===== config.mk =====
export PLATFORM = sky130hd
export DESIGN_NAME = activity_readout
export DESIGN_NICKNAME = d
export VERILOG_FILES = /design/src/rtl/activity_readout_pkg.sv /design/src/rtl/readout_period_timer.sv /design/src/rtl/activity_readout.sv
export SDC_FILE = /design/constraint.sdc
export NUM_CORES = 1
export LEC_CHECK = 0
export ABC_CLOCK_PERIOD_IN_PS = 5950
export BUFFER_PORTS_ARGS = -buffer_cell sky130_fd_sc_hd__buf_2
export CAP_MARGIN = 20
export CORE_MARGIN = 10
export CORE_UTILIZATION = 40
export CTS_BUF_LIST = sky130_fd_sc_hd__clkbuf_16
export DETAILED_ROUTE_END_ITERATION = 16
export SKIP_CTS_REPAIR_TIMING = 1
export SYNTH_ARGS = -nofsm -noshare
export SYNTH_HDL_FRONTEND = slang
export SYNTH_HIERARCHICAL = 1
export SYNTH_SLANG_ARGS = --single-unit

===== constraint.sdc =====
create_clock -name clk -period 5.95 [get_ports clk]
set_input_delay 1.4875 -clock clk [delete_from_list [all_inputs] [get_ports clk]]
set_output_delay 1.4875 -clock clk [all_outputs]
set_load 0.02 [all_outputs]

===== src/rtl/activity_readout_pkg.sv =====
// Shared types and constants for the activity-counter readout path.
// Build macro ACTIVITY_READOUT_CHECKSUM_EN selects 14-byte frames with a trailing XOR byte.
package activity_readout_pkg;

    typedef enum logic {
        IDLE = 1'b0,
        SEND = 1'b1
    } state_t;

    localparam int         FRAME_LEN_BASE = 13;
    localparam logic [7:0] DEFAULT_HEADER = 8'hA5;

`ifdef ACTIVITY_READOUT_CHECKSUM_EN
    localparam logic [3:0] LAST_IDX = 4'(FRAME_LEN_BASE);
`else
    localparam logic [3:0] LAST_IDX = 4'(FRAME_LEN_BASE - 1);
`endif

    // Frame index 1..12 maps onto snapshot bytes 0..11 (fsm, pcwrite, recovery; LSB first).
    function automatic logic [7:0] snap_byte(input logic [95:0] snap, input logic [3:0] idx);
        logic [7:0] b;
        b = '0;
        for (int i = 0; i < 12; i++) begin
            if (idx == 4'(i + 1)) b = snap[8*i +: 8];
        end
        return b;
    endfunction

endpackage


===== src/rtl/readout_period_timer.sv =====
// Free-running auto-trigger timer: one-cycle tick each PERIOD_CYCLES cycles, never when 0.
// Unaffected by ACTIVITY_READOUT_CHECKSUM_EN.
module readout_period_timer #(
    parameter int unsigned PERIOD_CYCLES = 0
) (
    input  logic clk,
    input  logic reset,
    output logic tick
);

    // A zero period still builds a one-state counter so the ports stay used; tick is masked.
    localparam int unsigned P_EFF = (PERIOD_CYCLES == 0) ? 1 : PERIOD_CYCLES;
    localparam int unsigned CW    = (P_EFF > 1) ? $clog2(P_EFF) : 1;

    logic [CW-1:0] count;
    logic          at_end;

    assign at_end = (count == CW'(P_EFF - 1));

    always_ff @(posedge clk) begin
        if (reset) begin
            count <= '0;
        end else if (at_end) begin
            count <= '0;
        end else begin
            count <= count + CW'(1);
        end
    end

    assign tick = (PERIOD_CYCLES != 0) && at_end;

endmodule


===== src/rtl/activity_readout.sv =====
// Snapshot the three activity counters on a trigger and stream them as a framed byte sequence.
// Define ACTIVITY_READOUT_CHECKSUM_EN to append an XOR checksum byte (14-byte frames).
//
// state | meaning
// IDLE  | waiting for snap_req or auto-tick; tx_valid low
// SEND  | presenting frame byte idx; idx advances on each handshake
module activity_readout
    import activity_readout_pkg::*;
#(
    parameter int unsigned PERIOD_CYCLES = 0,
    parameter logic [7:0]  FRAME_HEADER  = DEFAULT_HEADER
) (
    input  logic        clk,
    input  logic        reset,
    input  logic [31:0] fsm_transition_count,
    input  logic [31:0] pcwrite_toggle_count,
    input  logic [31:0] recovery_cycle_count,
    input  logic        snap_req,
    output logic [7:0]  tx_data,
    output logic        tx_valid,
    input  logic        tx_ready,
    output logic        busy,
    output logic [15:0] frame_count,
    output logic [7:0]  drop_count
);

    state_t      state;
    state_t      state_next;
    logic [3:0]  idx;
    logic [95:0] snap;
    logic        tick;
    logic        trigger;
    logic        handshake;
    logic        last_hs;

    readout_period_timer #(
        .PERIOD_CYCLES(PERIOD_CYCLES)
    ) u_timer (
        .clk  (clk),
        .reset(reset),
        .tick (tick)
    );

    // A coincident snap_req and tick is a single trigger, so it never counts as a drop.
    assign trigger   = snap_req | tick;
    assign handshake = (state == SEND) && tx_ready;
    assign last_hs   = handshake && (idx == LAST_IDX);

    always_ff @(posedge clk) begin
        if (reset) begin
            state <= IDLE;
        end else begin
            state <= state_next;
        end
    end

    always_comb begin
        state_next = state;
        case (state)
            IDLE:    if (trigger) state_next = SEND;
            SEND:    if (last_hs) state_next = IDLE;
            default: state_next = IDLE;
        endcase
    end

    always_ff @(posedge clk) begin
        if (reset) begin
            idx         <= '0;
            snap        <= '0;
            frame_count <= '0;
            drop_count  <= '0;
        end else begin
            if (state == IDLE && trigger) begin
                snap <= {recovery_cycle_count, pcwrite_toggle_count, fsm_transition_count};
                idx  <= '0;
            end else if (handshake && !last_hs) begin
                idx <= idx + 4'd1;
            end
            if (last_hs) begin
                frame_count <= frame_count + 16'd1;
            end
            if (state == SEND && trigger && drop_count != 8'hFF) begin
                drop_count <= drop_count + 8'd1;
            end
        end
    end

`ifdef ACTIVITY_READOUT_CHECKSUM_EN
    logic [7:0] checksum;

    always_comb begin
        checksum = '0;
        for (int i = 0; i < 12; i++) begin
            checksum = checksum ^ snap[8*i +: 8];
        end
    end
`endif

    assign busy     = (state == SEND);
    assign tx_valid = (state == SEND);

    // Outputs derive only from registered state/idx/snap, so they hold steady under backpressure.
    always_comb begin
        tx_data = '0;
        if (state == SEND) begin
            if (idx == 4'd0) begin
                tx_data = FRAME_HEADER;
`ifdef ACTIVITY_READOUT_CHECKSUM_EN
            end else if (idx == LAST_IDX) begin
                tx_data = checksum;
`endif
            end else begin
                tx_data = snap_byte(snap, idx);
            end
        end
    end

endmodule


==> impl.org, run 1 <==
** Run status
- The run finished with clean final reports.

** Route
- DRC violation total after the first TritonRoute iteration :: roughly 400
- In the routed layout, each cell is associated on average with a via count of 5.27.
- The first detailed-routing pass took 4 iterations.
- The routed layout has 5745 vias.
- The count of nets left with antenna violations once routing finished came out at 0.
- After detailed routing, the total wire length is around 18000 µm.
- Final routed DRC violation total :: 0
- Drt wl/cell :: between 15 and 20 µm

** Clock network
- The longest clock path from root to sink contains 2 buffers.
- The clock tree synthesis step divided the H-tree into 4 levels.
- CTS clock-pin slew for the worst setup and hold paths :: ~0.050 ns
- For the worst-skew pair, the clock arrives at the later sink with an insertion delay of roughly 0.42 ns.
- In this run, CTS created clock tree buffers numbering 17.
- CTS tree :: yes
- Sink Count :: around 130
- Library cell used as clock root buffer :: sky130_fd_sc_hd__clkbuf_16

** STA
- On the final layout, the worst clock skew is between 0.006 and 0.007 ns.
- Slew at the pin with the worst max-slew slack :: just over 1 ns
- Final-layout setup total negative slack :: 0 ns
- Setup violations remaining at the end of the flow were counted as 0.
- Worst slew margin relative to its limit :: 0.319
- Static timing analysis puts the maximum clock frequency at 0.223 GHz.
- Count of final max-slew check failures :: 0
- Post-layout minimum cycle time :: 4.48 ns
- Final worst-path cycle share :: 0.752
- Setup repair after global routing left no endpoint under its margin.
- The total count of hold-check failures in the final report is 0.
- On the final layout, the worst hold slack is between 0.4 and 0.5 ns.
- Once routing completed, OpenROAD measured the worst setup slack at ~1.5 ns.

** Logic synthesis
- Cell count after synthesis :: 799
- Synth warnings :: 6
- After synthesis the netlist holds a flip-flop and latch count of about 130.
- Ys async rst share :: 0
- Main synth FF type :: sky130_fd_sc_hd__dfxtp_1
- Averaged over all synthesized cells, the footprint is 7.49 µm².
- Area of the mapped netlist :: 0.00599 mm²
- Net count after synthesis :: 905
- Proportion of synthesized chip area in sequential cells :: 0.418
- Yosys mapped a number of flops with a built-in enable equal to 0.
- Post-synth cell types :: 58

** Placed design
- Total cell area at the placement stage :: 0.00664 mm²
- Routability-driven placement finished with a final weighted congestion of around 0.9.
- The count of buffers added on input and output ports is roughly 130.
- Setup Slack @ Placement :: between 1.5 and 2 ns
- Detail Placement HPWL :: roughly 13000 µm
- Number of cells in the design after placement :: roughly 1100

** Cells and area
- The final layout contains roughly 1000 nets.
- In the final layout, flip-flops and latches occupy approximately 0.0025 mm².
- The library cell used most frequently in the layout, excluding fill and tap cells, is sky130_fd_sc_hd__nand2_1.
- Non-filler instance count after layout :: ~1100
- The repair_antennas step left the layout with diodes totalling 0.
- In the final layout, the share of cells above drive strength 1 is 0.198.
- In the final layout, the multi-input gates occupy between 0.003 and 0.004 mm².
- After routing the design area is approximately 0.0072 mm².
- Core Util, Final :: 0.497
- Count of filler cells inserted in the layout :: around 1500
- In the layout the commonest cells are sky130_fd_sc_hd__nand2_1 (213), sky130_fd_sc_hd__a21oi_1 (137), sky130_fd_sc_hd__buf_2 (132).
- Synthesis-to-finish area growth :: 21.0%

** Pwr
- Power comes to roughly 2.2 mW.
- The share of total power dissipated in combinational logic is 0.086.
- Internal power :: approximately 1.6 mW
- Power per cell area :: approximately 300 mW/mm²
- Of the total power, the clock network draws 0.491.
- Sw Share :: 0.241
- Sequential fraction of design power :: 0.423
- Psw :: about 0.52 mW
- IR drop worst, VDD :: around 0.22 mV
- Static leakage power :: about 2.8 nW

** Hold path
- Worst hold path type :: reg -> reg

** Critical path
- Nature of the critical path endpoint :: output pin
- The critical path in this run is classified as reg -> out.
- At the worst endpoint, the arrival time is 2.99 ns.
- Of all nets on the critical path, the largest fanout is 32.
- The startpoint identified for the worst register-to-register timing path is busy.
- Endpoint of the worst-slack reg-to-reg timing path :: snap[84]
- CP Capture Point :: tx_data[2]
- For the worst setup path, the data required time is about 4.5 ns.
- Register-to-register path setup slack :: 3.50 ns
- STA classifies the critical path startpoint as a register.
- The most critical setup path has its startpoint at idx[0].
- Counting cells, the worst reg-to-reg path comes to 4.

** Floorplanning
- Overall die height :: around 140 µm
- For this design the top-level I/O count stands at 134.
- DIE AREA :: about 0.020 mm²
- Core Rows :: 44
- Starting Density :: 0.410
- Width of the chip :: approximately 140 µm
- After floorplanning, the core was sized to cover around 0.015 mm².

** GRT
- Across every metal layer, demand over resource in global routing totals 0.174.
- Via count of the first global-routing pass :: 5514
- Antenna violations before repair :: 0
- GR Overflow Total :: 0
- Wire length of the first global-routing pass :: about 28000 µm
- Maximum number of pins on one net before global-route repair :: 67

** Run
- The tool flagged a number of max-cap violations equal to 0.
power groups by stage:
| stage | clock [mW] | combinational, mW | sequential (mW) |
|---|---|---|---|
| floorplan | 0 | 0.125 | 0.919 |
| global placement | 0 | 0.187 | 0.933 |
| detailed placement | 0 | 0.187 | 0.933 |
| CTS | 1.08 | 0.188 | 0.915 |
| global route | 1.12 | 0.212 | 0.919 |
| finish | 1.06 | 0.186 | 0.916 |
worst max-delay path: stages (launching register included):
cell and delay [ns]:
sky130_fd_sc_hd__dfxtp_1 0.35, sky130_fd_sc_hd__inv_1 0.09, sky130_fd_sc_hd__ha_1 0.81, sky130_fd_sc_hd__buf_4 0.39
sky130_fd_sc_hd__nand3b_1 0.14, sky130_fd_sc_hd__a221oi_1 0.08, sky130_fd_sc_hd__o32ai_1 0.34, sky130_fd_sc_hd__a21oi_1 0.18
sky130_fd_sc_hd__buf_2 0.19
cell usage after synthesis, drive strengths merged (2+ instances only):
cell / instances / area, µm²
a2111oi: 2 / 30.0
a211oi: 4 / 30.0
a21oi: 137 / 686
a221oi: 11 / 96.3
a22o: 3 / 26.3
a22oi: 2 / 15.0
a31o: 2 / 17.5
a31oi: 7 / 43.8
a32oi: 7 / 61.3
and2: 2 / 12.5
and3: 3 / 18.8
and3b: 5 / 43.8
and4: 3 / 28.8
buf: 29 / 171
clkbuf: 37 / 139
dfxtp: 125 / 2500
ha: 6 / 75.1
inv: 28 / 105
nand2: 213 / 800
nand2b: 8 / 50.1
nand3: 16 / 85.1
nand3b: 8 / 60.1
nand4: 8 / 71.3
nand4b: 2 / 17.5
nor2: 25 / 93.8
nor2b: 8 / 50.1
nor3: 9 / 45.0
nor3b: 3 / 22.5
nor4: 2 / 12.5
o211ai: 5 / 37.5
o21ai: 32 / 160
o311ai: 4 / 35.0
o31ai: 2 / 15.0
o32ai: 5 / 43.8
or2: 2 / 12.5
or3: 8 / 50.1
or4: 2 / 15.0
xnor2: 12 / 105
xor2: 2 / 17.5
area by class of cell:
cell class / instances / share of cell area
repair buffers: 141 / 0.100
clock inverters: 15 / 0.0247
clock buffers: 17 / 0.0587
well taps: 184 / 0.0318
multi-input cells: 580 / 0.425
flip-flops and latches: 125 / 0.345
inverters: 28 / 0.0145
per-layer routing:
layer / up-vias / global-route usage / wire, µm
met5: - / 0 / 0
met4: 0 / 0.0511 / 255
met3: 17 / 0.0537 / 997
met2: 128 / 0.266 / 8300
met1: 2660 / 0.229 / 8420
li1: 2940 / - / -
sequential cells by signal, indices dropped and copies added (netlist names):
register	flops
snap	96
frame_count	16
drop_count	8
idx	4
busy	1
cells by family after synthesis:
kind of cell | count (synthesis) | synth area share
AO/OA/AOI/OAI | 229 | 0.226
XOR/XNOR | 14 | 0.0205
adder cells (fa/ha/maj) | 6 | 0.0125
buffers and inverters | 94 | 0.0694
flip-flops | 125 | 0.418
multiplexers | 1 | 0.00167
other | 1 | 0.000626
AND/OR/NAND/NOR | 329 | 0.252
worst min path at each step:
stage	end	slack, ns	startpoint	depth (start not counted)
2_1_floorplan	snap[19]	0.43	snap[19]	2
4_1_cts	snap[18]	0.46	snap[18]	2
6_report	snap[63]	0.46	snap[63]	2
5_1_grt	snap[80]	0.48	snap[80]	2
3_5_place_dp	snap[18]	0.45	snap[18]	2
3_3_place_gp	snap[45]	0.44	snap[45]	2
(Power assumes the default switching activity.)
==> run 2: changes to the inputs <==
ABC_CLOCK_PERIOD_IN_PS = 4059   (was 5950)
clock period = 4.06 ns   (was 5.95 ns; I/O delays follow)
==> run 2 against run 1 <==
Compared with the run above:
- global-route usage grew 0.18 points
- largest cell class unchanged
- clock skew grew 0.0048 ns
- core utilization is 0.21 points higher
==> impl.org, run 2 (synthesized netlist as in run 1, its figures left out) <==
** Route
- Detailed Route WL :: roughly 18000 µm
- DRC violation total after the first TritonRoute iteration :: roughly 340
- Final routed DRC violation total :: 0
- Vias after detailed routing :: about 5800
- In the final routed layout, each cell accounts on average for between 15 and 20 µm.
- First-pass detailed-route iteration total :: 5
- Count of nets left with antenna violations after detail routing :: 0
- Using the TritonRoute via totals, the vias-per-cell ratio works out to roughly 5.3.

** Critical path
- Worst setup SP type :: register
- STA classifies the critical path endpoint as an output pin.
- Data on the critical path is required at its endpoint by 3.04 ns.
- Peak per-stage delay on the critical path :: 0.60 ns
- Worst setup path start :: idx[0]
- The slowest stage of the critical path is the sky130_fd_sc_hd__ha_1 cell.
- Along the worst path, the maximum fanout reaches 20.
- The worst register-to-register path has a depth of 6.
- Setup Crit Path Kind :: reg -> out
- Broken down by cell family, the worst path's largest delay share belongs to adder cells.
- For flop-to-flop paths, the worst setup slack is 1.76 ns.
- Together, buffers and inverters on the worst path number 2.
- The worst register-to-register path begins at idx[0].
- Following the worst setup path forward leads to its endpoint at tx_data[3].
- The endpoint identified for the worst register-to-register timing path is frame_count[15].
- Endpoint arrival time on the critical path :: 2.81 ns
- Stages on the worst setup path :: 6
- Critical-path cell list :: ha_1 -> inv_1 -> nor3_1 -> a2bb2oi_1 -> a221oi_1 -> buf_2

** STA
- In the final timing run, aggregate negative setup slack is 0 ns.
- Setup violations remaining at the end of the flow were counted as 0.
- Slew at the pin with the worst max-slew slack :: about 0.80 ns
- Count of final max-slew check failures :: 0
- Between clock sinks in the finished design, the worst skew comes to 0.0116 ns.
- Worst slew margin relative to its limit :: 0.464
- Of the available clock period, the critical path in the final layout requires 0.943.
- The worst path in the final design needs a cycle of about 3.8 ns, including I/O delays and setup.
- Setup repair after global routing missed its margin :: no
- For this run, the top clock speed supported by timing is between 0.2 and 0.3 GHz.
- Fin. Hold Viols :: 0

** GRT
- Antenna violations before repair :: 0
- Wire length of the first global-routing pass :: 28500 µm
- Maximum number of pins on one net before global-route repair :: 75
- In the global route stage, overall resource usage came out at 0.175.
- The number of global-route vias before repair is between 5000 and 6000.
- GR Overflow Total :: 0

** Pwr
- Across the VDD grid, the largest voltage drop is around 0.28 mV.
- Overall power after layout :: slightly above 3 mW
- For this design the total switching power over the nets is 0.736 mW.
- The share of total power dissipated in combinational logic is 0.092.
- Power per cell area :: ~420 mW/mm²
- Static leakage power :: approximately 2.9 nW
- Sequential fraction of design power :: 0.436
- Portion of total power attributed to the clock network :: 0.472
- Cell internal power was estimated by the tool at 2.34 mW.
- Sw Share :: 0.239

** Floorplanning
- Starting Density :: 0.410
- The initialized floorplan defines 44 standard-cell rows.
- Measured along the y axis, the die boundary spans between 100 and 150 µm.
- Area of the core :: about 0.015 mm²
- around 130 I/O pins were placed.
- DIE AREA :: between 0.02 and 0.025 mm²
- The floorplan step set the die width to 142 µm.

** Cells and area
- The largest registers in the layout are snap (96), frame_count (16), drop_count (8).
- Count of nets after finishing :: approximately 1000
- Post-route standard cell area excluding fillers :: between 0.007 and 0.008 mm²
- Fill cells in the final layout number ~1500.
- Register containing the most flip-flops in the final layout :: snap
- Core Util, Final :: 0.499
- Max FFs per register :: 96
- Inserted Diodes :: 0
- Sequential cell area :: ~0.0025 mm²
- Synthesis-to-finish area growth :: 21.5%
- Most frequent standard cell in the layout excluding fill and tap cells :: sky130_fd_sc_hd__nand2_1
- Of the cells placed in the final design, the portion with a size suffix greater than 1 is 0.200.
- The top cell types in the final layout, fill and taps aside, are sky130_fd_sc_hd__nand2_1 (213), sky130_fd_sc_hd__a21oi_1 (137), sky130_fd_sc_hd__buf_2 (132).
- Summing all multi-input logic gate instances after layout gives about 0.0031 mm².

** Clock network
- The clock tree synthesis step divided the H-tree into 4 levels.
- Library cell used as clock root buffer :: sky130_fd_sc_hd__clkbuf_16
- CTS clock-pin slew for the worst setup and hold paths :: approximately 0.050 ns
- Clock tree synthesis found a total of ~130 sinks.
- CTS tree :: yes
- Worst-skew pair later-pin latency :: approximately 0.42 ns
- Clock tree synthesis inserted a total of 17 buffers.
- Clock Tree Buf Depth :: 2

** Placed design
- Summed over all nets, the half-perimeter wirelength after detailed placement is between 10000 and 15000 µm.
- After detailed placement, the total cell area comes to between 0.006 and 0.007 mm².
- During placement, the flow inserted port buffers numbering 133.
- Placer's final routability congestion estimate :: ~0.88

** Run status
- The flow ran to the end, and the final reports show no timing, DRC or antenna violations.

** Run
- Max Cap Viol :: 0

** Hold path
- In this run the worst hold path is classified as reg -> reg.
-- run 2: power groups by stage --
stage / logic, mW / registers [mW] / clock network, mW
after CTS: 0.284 / 1.34 / 1.49
after global routing: 0.321 / 1.35 / 1.53
after floorplan: 0.183 / 1.35 / 0
final: 0.282 / 1.34 / 1.45
after detailed placement: 0.283 / 1.37 / 0
after global placement: 0.281 / 1.37 / 0
-- run 2: final cells by class --
| class | instances | area share |
|---|---|---|
| Clock buffer | 17 | 0.0585 |
| Clock inverter | 14 | 0.0187 |
| Inverter | 28 | 0.0144 |
| Multi-Input combinational cell | 580 | 0.423 |
| Sequential cell | 125 | 0.344 |
| Tap cell | 184 | 0.0316 |
| Timing Repair Buffer | 145 | 0.109 |
-- run 2: how the worst min path moves through the flow --
stage | from | endpoint | slack [ns] | cells past startpoint
3_3_place_gp | snap[45] | snap[45] | 0.44 | 2
2_1_floorplan | snap[19] | snap[19] | 0.43 | 2
3_5_place_dp | snap[18] | snap[18] | 0.45 | 2
6_report | snap[18] | snap[18] | 0.45 | 2
5_1_grt | snap[89] | snap[89] | 0.47 | 2
4_1_cts | snap[18] | snap[18] | 0.45 | 2
-- run 2: per-stage QoR --
stage,instances,setup WS [ns],hold WS [ns]
4_1_cts,1093,0.0155,0.454
6_report,1093,0.232,0.455
2_1_floorplan,799,1.12,0.431
3_5_place_dp,1062,0.466,0.447
5_1_grt,1093,0.0753,0.471
3_3_place_gp,1062,0.528,0.443
-- run 2: per-layer routing --
layer,vias up,global-route usage,part of all wire
li1,2955,-,-
met1,2641,0.228,0.47
met2,149,0.270,0.46
met3,15,0.0537,0.057
met4,0,0.0607,0.016
met5,-,0,0
-- run 2: worst min-delay path: stages (launching register included) --
cell and delay [ns]:
sky130_fd_sc_hd__dfxtp_1 0.30, sky130_fd_sc_hd__nand2_1 0.05, sky130_fd_sc_hd__a21oi_1 0.05
